$ cat src/rtl/alu_arb_pkg.sv
`default_nettype none
// ============================================================================
// alu_arb_pkg: shared types and constants for alu_share_arbiter.  Rev 1.0
// ============================================================================
package alu_arb_pkg;

    localparam int DEFAULT_WIDTH = 8;

    localparam logic [1:0] OP_ADD = 2'b00;
    localparam logic [1:0] OP_SUB = 2'b01;
    localparam logic [1:0] OP_AND = 2'b10;

    typedef enum logic [1:0] {
        ST_IDLE = 2'd0,
        ST_EXEC = 2'd1,
        ST_CAPT = 2'd2,
        ST_RESP = 2'd3
    } state_e;

endpackage : alu_arb_pkg
`default_nettype wire

$ cat src/rtl/alu_arb_rr_picker.sv
`default_nettype none
// ============================================================================
// alu_arb_rr_picker: one-hot grant for two requesters; ptr picks the winner
// when both are valid, a lone valid requester always wins.  Rev 1.0
// ============================================================================
module alu_arb_rr_picker (
    input  logic [1:0] req_valid,
    input  logic       ptr,
    output logic [1:0] grant
);

    always_comb begin
        grant = 2'b00;
        case (req_valid)
            2'b01:   grant = 2'b01;
            2'b10:   grant = 2'b10;
            2'b11:   grant = ptr ? 2'b10 : 2'b01;
            default: grant = 2'b00;
        endcase
    end

endmodule : alu_arb_rr_picker
`default_nettype wire

$ cat src/rtl/alu_share_arbiter.sv
`default_nettype none
// ============================================================================
// alu_share_arbiter: two requesters share one registered ALU, one op in flight.
// Optional macro ALU_ARB_FIXED_PRIO_EN: requester 0 always wins ties.  Rev 1.0
// ============================================================================
module alu_share_arbiter
    import alu_arb_pkg::*;
#(
    parameter int WIDTH = DEFAULT_WIDTH,
    parameter int NREQ  = 2
) (
    input  logic             clk,
    input  logic             reset,
    input  logic [NREQ-1:0]  req_valid,
    output logic [NREQ-1:0]  req_ready,
    input  logic [WIDTH-1:0] req0_a,
    input  logic [WIDTH-1:0] req0_b,
    input  logic [1:0]       req0_sel,
    input  logic [WIDTH-1:0] req1_a,
    input  logic [WIDTH-1:0] req1_b,
    input  logic [1:0]       req1_sel,
    output logic [WIDTH-1:0] alu_a,
    output logic [WIDTH-1:0] alu_b,
    output logic [1:0]       alu_sel,
    input  logic [WIDTH-1:0] alu_result,
    input  logic             alu_zero,
    input  logic             alu_carry,
    output logic             rsp_valid,
    input  logic             rsp_ready,
    output logic             rsp_id,
    output logic [WIDTH-1:0] rsp_result,
    output logic             rsp_zero,
    output logic             rsp_carry,
    output logic             busy
);

    state_e             state_q, state_d;
    logic [WIDTH-1:0]   alu_a_q, alu_a_d, alu_b_q, alu_b_d;
    logic [1:0]         alu_sel_q, alu_sel_d;
    logic               owner_q, owner_d;
    logic               rsp_valid_q, rsp_valid_d;
    logic               rsp_id_q, rsp_id_d;
    logic [WIDTH-1:0]   rsp_result_q, rsp_result_d;
    logic               rsp_zero_q, rsp_zero_d;
    logic               rsp_carry_q, rsp_carry_d;
    logic [1:0]         grant;
    logic               pick_ptr;
    logic               accept;

    alu_arb_rr_picker u_picker (
        .req_valid (req_valid),
        .ptr       (pick_ptr),
        .grant     (grant)
    );

    assign req_ready = (state_q == ST_IDLE) ? grant : '0;
    assign accept    = |(req_valid & req_ready);

`ifdef ALU_ARB_FIXED_PRIO_EN
    assign pick_ptr = 1'b0;
`else
    logic rr_ptr_q, rr_ptr_d;

    // Granting requester 0 points at 1 and vice versa, so grant[0] is the next pointer.
    assign rr_ptr_d = accept ? grant[0] : rr_ptr_q;
    assign pick_ptr = rr_ptr_q;

    always_ff @(posedge clk or negedge reset) begin
        if (!reset) rr_ptr_q <= 1'b0;
        else        rr_ptr_q <= rr_ptr_d;
    end
`endif

    always_comb begin
        state_d      = state_q;
        alu_a_d      = alu_a_q;
        alu_b_d      = alu_b_q;
        alu_sel_d    = alu_sel_q;
        owner_d      = owner_q;
        rsp_valid_d  = rsp_valid_q;
        rsp_id_d     = rsp_id_q;
        rsp_result_d = rsp_result_q;
        rsp_zero_d   = rsp_zero_q;
        rsp_carry_d  = rsp_carry_q;
        case (state_q)
            ST_IDLE: begin
                if (accept) begin
                    alu_a_d   = grant[1] ? req1_a   : req0_a;
                    alu_b_d   = grant[1] ? req1_b   : req0_b;
                    alu_sel_d = grant[1] ? req1_sel : req0_sel;
                    owner_d   = grant[1];
                    state_d   = ST_EXEC;
                end
            end
            ST_EXEC: state_d = ST_CAPT;
            ST_CAPT: begin
                // The ALU's registered outputs reflect this op's operands here.
                rsp_result_d = alu_result;
                rsp_zero_d   = alu_zero;
                rsp_carry_d  = alu_carry;
                rsp_id_d     = owner_q;
                rsp_valid_d  = 1'b1;
                state_d      = ST_RESP;
            end
            ST_RESP: begin
                if (rsp_valid_q && rsp_ready) begin
                    rsp_valid_d = 1'b0;
                    state_d     = ST_IDLE;
                end
            end
            default: state_d = ST_IDLE;
        endcase
    end

    always_ff @(posedge clk or negedge reset) begin
        if (!reset) begin
            state_q      <= ST_IDLE;
            alu_a_q      <= '0;
            alu_b_q      <= '0;
            alu_sel_q    <= 2'b00;
            owner_q      <= 1'b0;
            rsp_valid_q  <= 1'b0;
            rsp_id_q     <= 1'b0;
            rsp_result_q <= '0;
            rsp_zero_q   <= 1'b0;
            rsp_carry_q  <= 1'b0;
        end else begin
            state_q      <= state_d;
            alu_a_q      <= alu_a_d;
            alu_b_q      <= alu_b_d;
            alu_sel_q    <= alu_sel_d;
            owner_q      <= owner_d;
            rsp_valid_q  <= rsp_valid_d;
            rsp_id_q     <= rsp_id_d;
            rsp_result_q <= rsp_result_d;
            rsp_zero_q   <= rsp_zero_d;
            rsp_carry_q  <= rsp_carry_d;
        end
    end

    assign alu_a      = alu_a_q;
    assign alu_b      = alu_b_q;
    assign alu_sel    = alu_sel_q;
    assign rsp_valid  = rsp_valid_q;
    assign rsp_id     = rsp_id_q;
    assign rsp_result = rsp_result_q;
    assign rsp_zero   = rsp_zero_q;
    assign rsp_carry  = rsp_carry_q;
    assign busy       = (state_q != ST_IDLE);

endmodule : alu_share_arbiter
`default_nettype wire

$ cat config.mk
export PLATFORM = sky130hd
export DESIGN_NAME = alu_share_arbiter
export DESIGN_NICKNAME = d
export VERILOG_FILES = /design/src/rtl/alu_arb_pkg.sv /design/src/rtl/alu_arb_rr_picker.sv /design/src/rtl/alu_share_arbiter.sv
export SDC_FILE = /design/constraint.sdc
export NUM_CORES = 1
export LEC_CHECK = 0
export CAP_MARGIN = 10
export CORE_UTILIZATION = 45
export CTS_CLUSTER_SIZE = 16
export DETAILED_ROUTE_END_ITERATION = 16
export GPL_TIMING_DRIVEN = 0
export PLACE_DENSITY = 0.88
export SLEW_MARGIN = 20
export SYNTH_ARGS = -nofsm -noshare
export SYNTH_HDL_FRONTEND = slang
export SYNTH_SLANG_ARGS = --single-unit
$ cat constraint.sdc
create_clock -name clk -period 2.7 [get_ports clk]
set_clock_uncertainty 0.2 [all_clocks]
set_input_delay 0.675 -clock clk [delete_from_list [all_inputs] [get_ports clk]]
set_output_delay 0.675 -clock clk [all_outputs]
set_load 0.01 [all_outputs]
==> results of run 1 <==
## worst max-delay path, cell delays in order (launching register included)
cell and delay [ns]:
dfrtp_1 0.39, inv_2 0.10, ha_4 0.18, buf_6 0.15, buf_6 0.15, inv_1 0.04, clkdlybuf4s50_1 0.46
## cells in the mapped netlist, drive strengths merged
library cell,instances
nor3,36
ha,4
nand2,5
buf,14
a21oi,19
or2,18
a22oi,1
o22ai,19
mux2i,1
dfrtp,34
a21o,1
clkbuf,2
and2b,1
nand3b,19
mux2,12
nor2,4
inv,4
## metal layers
layer | part of all wire | vias up | track usage
met3 | 0.063 | 2 | 0.0805
met1 | 0.42 | 926 | 0.309
met4 | 0.0024 | 0 | 0.0691
li1 | - | 878 | -
met5 | 0 | - | 0
met2 | 0.52 | 77 | 0.446
## worst paths after layout
path                       slack (ns)                   endpoint  cells after the start              startpoint
min                              0.01  rsp_result[3]$_DFFE_PN0P_                      1                   reset
max reg2reg                      0.91  rsp_result[4]$_DFFE_PN0P_                      5  state_q[0]$_DFFE_PN0P_
max                              0.07                       busy                      6  state_q[0]$_DFFE_PN0P_
min in group clk                 0.28        owner_q$_DFFE_PN0P_                      1     owner_q$_DFFE_PN0P_
min reg2reg                      0.28        owner_q$_DFFE_PN0P_                      1     owner_q$_DFFE_PN0P_
max in group asynchronous        1.91       alu_b[6]$_DFFE_PN0P_                      2                   reset
## registers in the layout, summed over array words and instances, names as in the netlist
signal      count
alu_a           8
state_q         2
owner_q         1
rsp_carry       1
alu_b           8
rsp_zero        1
alu_sel         2
rsp_result      8
rsp_id          1
pick_ptr        1
rsp_valid       1
## power by group through the flow
stage	clock (mW)	combinational [mW]	sequential, mW
after floorplan	0	0.816	1.04
after global placement	0	1.63	0.948
after detailed placement	0	1.69	0.966
after CTS	0.358	1.76	0.957
after global routing	0.375	1.91	0.994
final	0.350	1.76	0.964
## final cells by class
class | count | share of cell area
Inverter | 4 | 0.00515
Clock inverter | 2 | 0.00344
Tap cell | 50 | 0.0215
Sequential cell | 34 | 0.292
Clock buffer | 5 | 0.0236
Multi-Input combinational cell | 140 | 0.317
Buffer | 14 | 0.0408
Timing Repair Buffer | 87 | 0.296
## timing repair
item                                    4_1_cts  5_1_grt
endpoints found under the setup margin        3        3
setup buffers                                 2        1
cloned                                        0        0
resized for setup                            16        4
hold buffers                                  0        0
## cells by family after synthesis
group,count (synthesis)
AND/OR/NAND/NOR,83
AO/OA/AOI/OAI,40
buffers and inverters,20
adder cells (fa/ha/maj),4
flip-flops,34
multiplexers,13
==> metrics, run 1 <==
status=finished, final reports clean; Inst Count DP=about 330; clk root buf=clkbuf_8; sequential fraction of the synthesis area=0.453; Design Area, Final=2910 um^2; antenna viol nets, final=0; f_max=0.380 GHz; RSZ-0062 raised after global routing=no; total die area=4430 um^2; Startpoint Class=flop; Pwr Total=~3.1 mW; most common cell after layout, fill and taps aside=clkdlybuf4s50_1; DR pass1 iterations=4; critical path class=flop to output pin; Synth Cell Area=between 1500 and 2000 um^2; Rows=23; die height=approximately 67 um; vias per cell=5.60; Seq cells post-synth=34; Final Critical Period=roughly 2.6 ns; complex-gate fraction of the synthesized area=0.125; Slew @ Worst Pin=0.491 ns; max_cap viols=0; Max Slew Vio Count=0; main combinational cell family by area after synthesis=simple AND/OR/NAND/NOR gates; commonest non-fill, non-tap cells in the layout=clkdlybuf4s50_1 (79), nor3_1 (36), dfrtp_1 (34); number of fill cells=approximately 310; Post-Route Setup TNS=0 ns; Slew HR=0.672; P_leak=1.16 nW; GPL Wtd Cong=0.767; All-Layer GR Usage=0.259; area leader, netlist=dfrtp_1; initial core utilization=0.469; fin cells=around 340; grt ovf=0; final hold vios=0; Max H-tree Level=2; buffers added on ports=83; die width=around 67 um; setup violators final=0; Worst-Skew Late Latency=about 0.28 ns; DR vias=~1900; period utilization=0.975; total area of sequential cells=851 um^2; multi-input logic area=925 um^2; gate count after technology mapping=~190; post-route setup slack=between 0.06 and 0.07 ns; Synth area leaders=dfrtp_1 (45%), nor3_1 (9.6%), nand3b_1 (7.2%); Placement Cell Area=2790 um^2; diode count=0; vias in the first global route=approximately 2000; Final #Nets=~340; sequential power share=0.313; CTS tree=built; pre-CTS worst setup slack=-0.649 ns; clock sinks=34; Clk pin slew, worst setup/hold paths=approximately 0.070 ns; power per standard cell area=1060 nW/um^2; dpl hpwl=roughly 3900 um; P&R area growth vs syn=55.2%; Worst Path Arrival=approximately 1.8 ns; Distinct cells, synth=21; Synth Area in XOR/XNOR=0; boundary pin count=84; antenna violations before repair=0; Worst setup EP type=output pin; CTS buffer count=5; Yosys warnings=0; VDD IR max=0.625 mV; Routed WL=around 5400 um; DR iter-0 viols=roughly 170; Final Util=0.728; sw frac=0.365; cell internal pwr=between 1.5 and 2 mW; worst-case clock buffer depth=2; Mapped Avg Cell Area=around 9.7 um^2; Avg WL per Cell=about 16 um; Clock Power Share=0.114; Net Switching=1.12 mW; Crit path required time=between 1.5 and 2 ns; Synth Area in Adders=0.0267; largest net degree at the start of global routing=31; worst hold slack=roughly 0.012 ns; CP Max Fanout=10; Yosys top cell area share=0.453; Comb pwr share=0.573; min-delay worst type=primary input to async pin; post-synth net total=around 250; first-pass GRT wire length=approximately 8700 um; drt drc=0; layout cells sized above 1=0.213; Simple-Gate Fraction of Synth Area=0.256; Core Box Area=around 4000 um^2; multiplexer share of the synthesized area=0.0773
(Power assumes the default switching activity.)
==> run 2, diff against run 1 <==
Settings changed: CTS_CLUSTER_SIZE 16 to 20.
==> results of run 2 <==
No change in the layout: final DEF, timing and power equal those of run 1.
